$ cat src/rtl/seven_segment_scan_driver.sv
// Time-multiplexed driver for an 8-digit common-anode seven-segment display.
// Scans one position per slot, blanks the start of each slot, and displays a
// frame-coherent snapshot of the digit/dot inputs.
module seven_segment_scan_driver #(
  parameter int unsigned REFRESH_DIV  = 12500,
  parameter int unsigned BLANK_CYCLES = 250
) (
  input  logic            clk,
  input  logic            rst,
  input  logic            en,
  input  logic [7:0][3:0] digit,
  input  logic [7:0]      en_dot,
  output logic [7:0]      an,
  output logic [6:0]      seg,
  output logic            dp,
  output logic            frame_done
);

  localparam int unsigned CNT_W = $clog2(REFRESH_DIV);
  localparam logic [CNT_W-1:0] CNT_MAX   = CNT_W'(REFRESH_DIV - 1);
  localparam logic [CNT_W-1:0] BLANK_END = CNT_W'(BLANK_CYCLES);

  logic [CNT_W-1:0] cnt;
  logic [2:0]       idx;
  logic [7:0][3:0]  shadow_digit;
  logic [7:0]       shadow_en_dot;

  logic             cnt_wrap;
  logic             frame_start;
  logic             frame_end;
  logic             show;
  logic [3:0]       cur_code;
  logic [6:0]       seg_dec;

  // Slot/frame boundary decode and display qualification
  always_comb begin
    cnt_wrap    = (cnt == CNT_MAX);
    frame_start = (idx == 3'd0) && (cnt == '0);
    frame_end   = (idx == 3'd7) && cnt_wrap;
    show        = en && (cnt >= BLANK_END);
    cur_code    = shadow_digit[idx];
  end

  // Hex to active-low gfedcba; F is the blank code
  always_comb begin
    seg_dec = 7'h7F;
    case (cur_code)
      4'h0: seg_dec = 7'h40;
      4'h1: seg_dec = 7'h79;
      4'h2: seg_dec = 7'h24;
      4'h3: seg_dec = 7'h30;
      4'h4: seg_dec = 7'h19;
      4'h5: seg_dec = 7'h12;
      4'h6: seg_dec = 7'h02;
      4'h7: seg_dec = 7'h78;
      4'h8: seg_dec = 7'h00;
      4'h9: seg_dec = 7'h10;
      4'hA: seg_dec = 7'h08;
      4'hB: seg_dec = 7'h03;
      4'hC: seg_dec = 7'h46;
      4'hD: seg_dec = 7'h21;
      4'hE: seg_dec = 7'h06;
      default: seg_dec = 7'h7F;
    endcase
  end

  // Free-running slot counter and position index; en has no effect here
  always_ff @(posedge clk or posedge rst) begin
    if (rst) begin
      cnt <= '0;
      idx <= 3'd0;
    end else if (cnt_wrap) begin
      cnt <= '0;
      idx <= idx + 3'd1;
    end else begin
      cnt <= cnt + CNT_W'(1);
    end
  end

  // Capture inputs once per frame so a frame never mixes old and new data
  always_ff @(posedge clk or posedge rst) begin
    if (rst) begin
      shadow_digit  <= {8{4'hF}};
      shadow_en_dot <= 8'h00;
    end else if (frame_start) begin
      shadow_digit  <= digit;
      shadow_en_dot <= en_dot;
    end
  end

  // Registered display outputs and end-of-frame pulse
  always_ff @(posedge clk or posedge rst) begin
    if (rst) begin
      an         <= 8'hFF;
      seg        <= 7'h7F;
      dp         <= 1'b1;
      frame_done <= 1'b0;
    end else begin
      frame_done <= frame_end;
      if (show) begin
        an  <= ~(8'h01 << idx);
        seg <= seg_dec;
        dp  <= ~shadow_en_dot[idx];
      end else begin
        an  <= 8'hFF;
        seg <= 7'h7F;
        dp  <= 1'b1;
      end
    end
  end

endmodule

$ cat config.mk
export PLATFORM = sky130hd
export DESIGN_NAME = seven_segment_scan_driver
export DESIGN_NICKNAME = d
export VERILOG_FILES = /design/src/rtl/seven_segment_scan_driver.sv
export SDC_FILE = /design/constraint.sdc
export NUM_CORES = 1
export LEC_CHECK = 0
export CAP_MARGIN = 20
export CORE_UTILIZATION = 48
export DETAILED_ROUTE_END_ITERATION = 8
export GPL_TIMING_DRIVEN = 0
export PLACE_DENSITY_LB_ADDON = 0.1
export SLEW_MARGIN = 20
export SYNTH_ARGS = -nofsm -noshare
export SYNTH_HDL_FRONTEND = slang
export SYNTH_SLANG_ARGS = --single-unit
$ cat constraint.sdc
create_clock -name clk -period 2.5 [get_ports clk]
set_clock_uncertainty 0.15 [all_clocks]
set_input_delay 0.75 -clock clk [delete_from_list [all_inputs] [get_ports clk]]
set_output_delay 0.75 -clock clk [all_outputs]
set_load 0.01 [all_outputs]
### Word level (Yosys, flattened, before mapping)

Memories as Yosys holds them, arrays and structs flattened.
Cells that the tools add are included.

| storage, ports and cells | value |
|---|---|
| ROM bits | 112 |
| logic and storage cells | 38 |
| memories kept | 1 |
| register bits | 74 |

Memory list:

| name | words | bits a word | read ports | clocked after Yosys merged registers in | write ports | RTL line | text |
|---|---|---|---|---|---|---|---|
| (name not given) | 16 | 7 | 1 | 0 | 0 | 47 | `case (cur_code)` |

| cells by class | value |
|---|---|
| reduce and logical (&&, ||, !) cells | 5 |
| bitwise operators | 2 |
| muxes and demuxes | 8 |
| $add $sub $neg | 2 |
| shift-type cells | 1 |
| magnitude comparators | 2 |
| equality and inequality tests | 2 |

Operator list:

| operator | count |
|---|---|
| $add 14x1->14 const B | 1 |
| $eq 14x14->1 const B | 1 |
| $ge 14x8->1 const B | 1 |
| $logic_not 14->1 | 1 |
| $mux 14 | 1 |
| $bmux 4 s3 | 1 |
| $mux 8 | 1 |
| $not 8->8 | 1 |
| $shl 1x3->8 const A | 1 |
| $mux 7 | 1 |
| $lt 3x4->1 const B | 1 |
| $mux 4 | 1 |
| $add 3x1->3 const B | 1 |
| $bmux 1 s3 | 1 |
| $eq 3x3->1 const B | 1 |
| $logic_and 1x1->1 | 3 |
| $logic_not 3->1 | 1 |
| $mux 1 | 2 |
| $not 1->1 | 1 |

### Depth between registers and ports, before layout

| depth | value |
|---|---|
| depth in word-level cells | 4 |
| mapped depth | 9 |

### Least setup slack after synthesis

No wires, ideal clock.

| timing path | value |
|---|---|
| kind | register to register |
| start point | reg idx[0] |
| end point | reg shadow_en_dot[0] |
| period minus slack after synthesis | 2.452 ns |
| data required time | 2.225 ns |
| slack | 0.048 ns |
| arrival time | 2.178 ns |
| stages on the path, launching flop included | 10 |
| cell sequence | dfrtp_1 > buf_4 > buf_6 > inv_1 > ha_1 > nor4b_1 > nand4b_1 > nor4_4 > buf_6 > mux2_2 |

| on the way | value |
|---|---|
| word-level cells in the longest chain between the ends | 2 |

Ends and longest elaborated chain:

| what | RTL line | text |
|---|---|---|
| from (decl) | 24 | `logic [2:0] idx;` |
| from (signal assigned) | 74 | `idx <= idx + 3'd1;` |
| $logic_not 3->1 | 38 | `frame_start = (idx == 3'd0) && (cnt == '0);` |
| $logic_and 1x1->1 | 38 |  |
| to (signal assigned) | 87 | `shadow_en_dot <= en_dot;` |
| to (decl) | 26 | `logic [7:0] shadow_en_dot;` |

No other way between the ends.
A chain may end at the register's enable or synchronous reset.

### Worst setup path in the final report

| timing path | value |
|---|---|
| start point | reg idx[2] |
| end point | reg seg[6] |

| on the way | value |
|---|---|
| word-level cells in the longest chain between the ends | 4 |

Ends and longest elaborated chain:

| what | RTL line | text |
|---|---|---|
| $bmux 4 s3 | 41 | `cur_code = shadow_digit[idx];` |
| $mux 4 (not written as such) | 41 |  |
| $mem_v2 16x7 | - |  |
| $mux 7 | 100 | `if (show) begin` |
| to (signal assigned) | 102 | `seg <= seg_dec;` |
| to (decl) | 14 | `output logic [6:0] seg,` |

No other way between the ends. The select of a mux whose other input is x is not followed.

==> impl_metrics.csv <==
group,metric,value,unit
synth,synth-seq-area-share,52.2,%
power_and_ir_drop,p_int,1860,uW
power_and_ir_drop,leakagePower,0.00193,uW
worst_hold_path,min_path_cells,1,
clock_network,numCtsBuffers,9,
clock_network,cts_buffer_depth,2,
finish,regArea,1910,sq um
synth,synth_async_sr_flop_share,100,%
global_routing,grtUsageTotal,19.9,%
route,final_antenna_net_count,0,
synth,synth_area,3660,sq um
route,routed_via_density,5.18,
die,die-width,89.3,um
critical_path,cp.arrival,2.49,ns
clock_network,h-tree-depth,3,
die,die_y,89.3,um
route,top_layer,"met4",
die,start_util,49.9,%
die,die_area,7980,sq um
global_routing,grt_pass1_wl,11600,um
global_routing,grt_pass1_vias,2317,
timing,tns,0,ns
finish,fill_cells,576,
power_and_ir_drop,p_clk_share,39.0,%
synth,synth_enable_flop_cells,0,
timing,hold_viol,0,
route,totalWireLength,7120,um
critical_path,critPathLaunchType,"flop",
placement,finalWeightedCongestion,0.732,
synth,synth_cells,260,
global_routing,antenna_found_initial,0,
synth,ys_ff_latch,74,
critical_path,r2r_start,"idx[2]",
route,drtPass1Iterations,4,
die,boundaryPins,60,
clock_network,clkTransAtPathRegs,0.08,ns
run,maxCapViolations,0,
timing,slew_headroom,65.3,%
finish,multiInputGateArea,1640,sq um
critical_path,worst-r2r-setup-slack,0.12,ns
synth,yosysUniqueCellTypes,40,
critical_path,crit_type,"reg -> reg",
power_and_ir_drop,p_per_area,502,nW/um^2
finish,layout-area-overhead-vs-synth,30.5,%
synth,yosys-top-cells-area,"dfstp_2 (34%), dfrtp_1 (18%), mux2_2 (9.5%)",
route,drtIter0Drc,83,
finish,drive_gt1_share,42.3,%
timing,setup_viol_count_final,0,
route,drc,0,
power_and_ir_drop,sequentialPowerShare,52.9,%
route,wire_per_inst,16.0,um
synth,synthTopCellsByCount,"dfstp_2 (48), mux2_2 (31), dfrtp_1 (26), mux2i_1 (17), ha_1 (14)",
route,wl_met2,3550,um
critical_path,reg2regPathDepth,8,
timing,min_period_over_period,95.2,%
placement,pre_cts_ws,-0.280,ns
timing,timing.fmax,420,MHz
synth,ys.warnings.count,0,
global_routing,overflow,0,
placement,hpwl,5050,um
finish,fin_nets,397,
timing,setup_ws,0.119,ns
synth,synth-main-ff-cell,"dfstp_2",
timing,tightest_slew,0.520,ns
route,via_count,2300,
critical_path,critPathMaxFanout,10,
timing,period_needed,2.38,ns
power_and_ir_drop,sw_frac_of_total,22.4,%
timing,rsz0062_at_grt,"no",
power_and_ir_drop,combPwrFrac,8.1,%
critical_path,crit_path_end_kind,"flop",
critical_path,cp.required,2.61,ns
clock_network,cts_tree,"yes",
route,drt-met1-wl,3250,um
finish,num_antenna_cells,0,
clock_network,worstSkewPairLatency,0.34,ns
clock_network,clock_sinks,74,
power_and_ir_drop,peakVddDrop,0.000241,V
global_routing,grt_max_degree,33,
synth,yosys.area.top_type,"dfstp_2",
route,met3WireLength,223,um
clock_network,root_buffer,"clkbuf_8",
power_and_ir_drop,power.switching,536,uW
synth,yosysMostFrequentCell,"dfstp_2",
status,status,"finished clean",
worst_hold_path,hold_class,"reg -> reg",
synth,synth_nets,317,
worst_hold_path,holdPathEnd,"shadow_en_dot[7]",
die,coreArea,7330,sq um
die,rows,31,
placement,io_buffer_count,59,
worst_hold_path,min_from,"shadow_en_dot[7]",
timing,slew_violations,0,
critical_path,r2r-end,"seg[6]",
synth,synth.avg_cell_area,14.1,sq um
synth,synth_top_cell_area_share,34.4,%
==> power groups by stage <==
stage          Clock (uW)  Combinational (uW)  Sequential [uW]
6_report              933                 194             1270
5_1_grt               999                 212             1270
4_1_cts               951                 195             1270
3_5_place_dp            0                 194             1290
3_3_place_gp            0                 181             1290
2_1_floorplan           0                97.5             1280
==> per-stage QoR <==
| stage | total power (uW) | instances | area (sq um) | utilization (%) | hold slack, ns |
|---|---|---|---|---|---|
| finish | 2400 | 444 | 4780 | 65.2 | 0.359 |
| CTS | 2410 | 439 | 4700 | 64.2 | 0.363 |
| floorplan | 1380 | 260 | 3660 | - | 0.323 |
| global route | 2480 | 444 | 4780 | 65.2 | 0.380 |
| detailed placement | 1480 | 420 | 4430 | 60.4 | 0.346 |
| global placement | 1470 | 418 | 4380 | 59.7 | 0.335 |
==> final cells by class <==
cell class                 count  area share, %
buffer                        12           2.51
clock buffer                  11           2.96
multi-input combinational    161           34.3
inverter                      12           1.15
timing repair buffer          70           15.3
sequential                    74           40.0
tap                           99           2.59
clock inverter                 5           1.13
==> placed cells by master (no fill, tap or decap), types with 2 or more instances in the layout <==
cell / Yosys / routed
a21oi_1: 2 / 2
a22oi_1: 3 / 3
and3_1: 2 / 2
and3b_1: 2 / 2
buf_12: 0 / 2
buf_16: 0 / 2
buf_4: 1 / 8
buf_6: 7 / 5
buf_8: 0 / 2
clkbuf_1: 3 / 3
clkbuf_8: 0 / 10
clkdlybuf4s50_1: 0 / 59
clkinv_2: 0 / 3
clkinvlp_4: 0 / 2
dfrtp_1: 26 / 25
dfstp_2: 48 / 48
ha_1: 14 / 13
inv_1: 11 / 8
mux2_2: 31 / 30
mux2_4: 11 / 12
mux2i_1: 17 / 16
mux4_2: 8 / 8
nand2_1: 11 / 11
nand3_1: 11 / 11
nand4_1: 6 / 6
nor2_1: 8 / 8
nor2b_1: 2 / 2
nor3b_1: 2 / 2
nor4_4: 2 / 2
o21ai_0: 2 / 2
o221ai_1: 2 / 2
or3_1: 2 / 2
xnor2_1: 8 / 8
xor2_1: 4 / 4
==> worst max path at each step <==
stage / cells after the start / endpoint / startpoint / slack, ns
2_1_floorplan: 9 / shadow_en_dot[0] / idx[0] / 0.05
3_3_place_gp: 9 / shadow_en_dot[0] / idx[0] / -0.26
3_5_place_dp: 9 / shadow_en_dot[1] / idx[0] / -0.28
4_1_cts: 9 / shadow_en_dot[3] / idx[0] / 0.008
5_1_grt: 8 / seg[6] / idx[2] / 0.001
6_report: 8 / seg[6] / idx[2] / 0.12
==> critical path: stages, from the launching register on <==
cell,delay (ns)
dfrtp_1,0.37
buf_4,0.20
mux4_2,0.52
mux2_4,0.33
inv_1,0.12
ha_1,0.25
inv_1,0.08
mux2i_1,0.07
o221ai_1,0.19
==> state kept, by name, summed over array words and instances (netlist names) <==
signal	cells
an	8
cnt	14
dp	1
frame_done	1
idx	3
seg	7
shadow_digit	32
shadow_en_dot	8
==> routing by layer <==
layer  global-route usage (%)  vias up
met5                        0        -
met3                     3.32        8
met1                     27.1     1146
met4                     8.80        0
li1                         -     1097
met2                     31.5       49
==> what timing repair did <==
action                                 4_1_cts  5_1_grt
buffers inserted                             3        5
gates cloned                                 1        0
gates resized for setup                     12        9
setup endpoints to repair                   45       47
endpoints found under the hold margin        0        0
hold buffers                                 0        0
pin swaps                                    2        2
==> kinds of logic after synthesis <==
family	share of synthesized area (%)
adder cells (fa/ha/maj)	4.78
AO/OA/AOI/OAI	3.28
multiplexers	23.6
flip-flops	52.2
XOR/XNOR	2.87
buffers and inverters	4.17
AND/OR/NAND/NOR	9.06
Power figures use the tool's default switching activity.
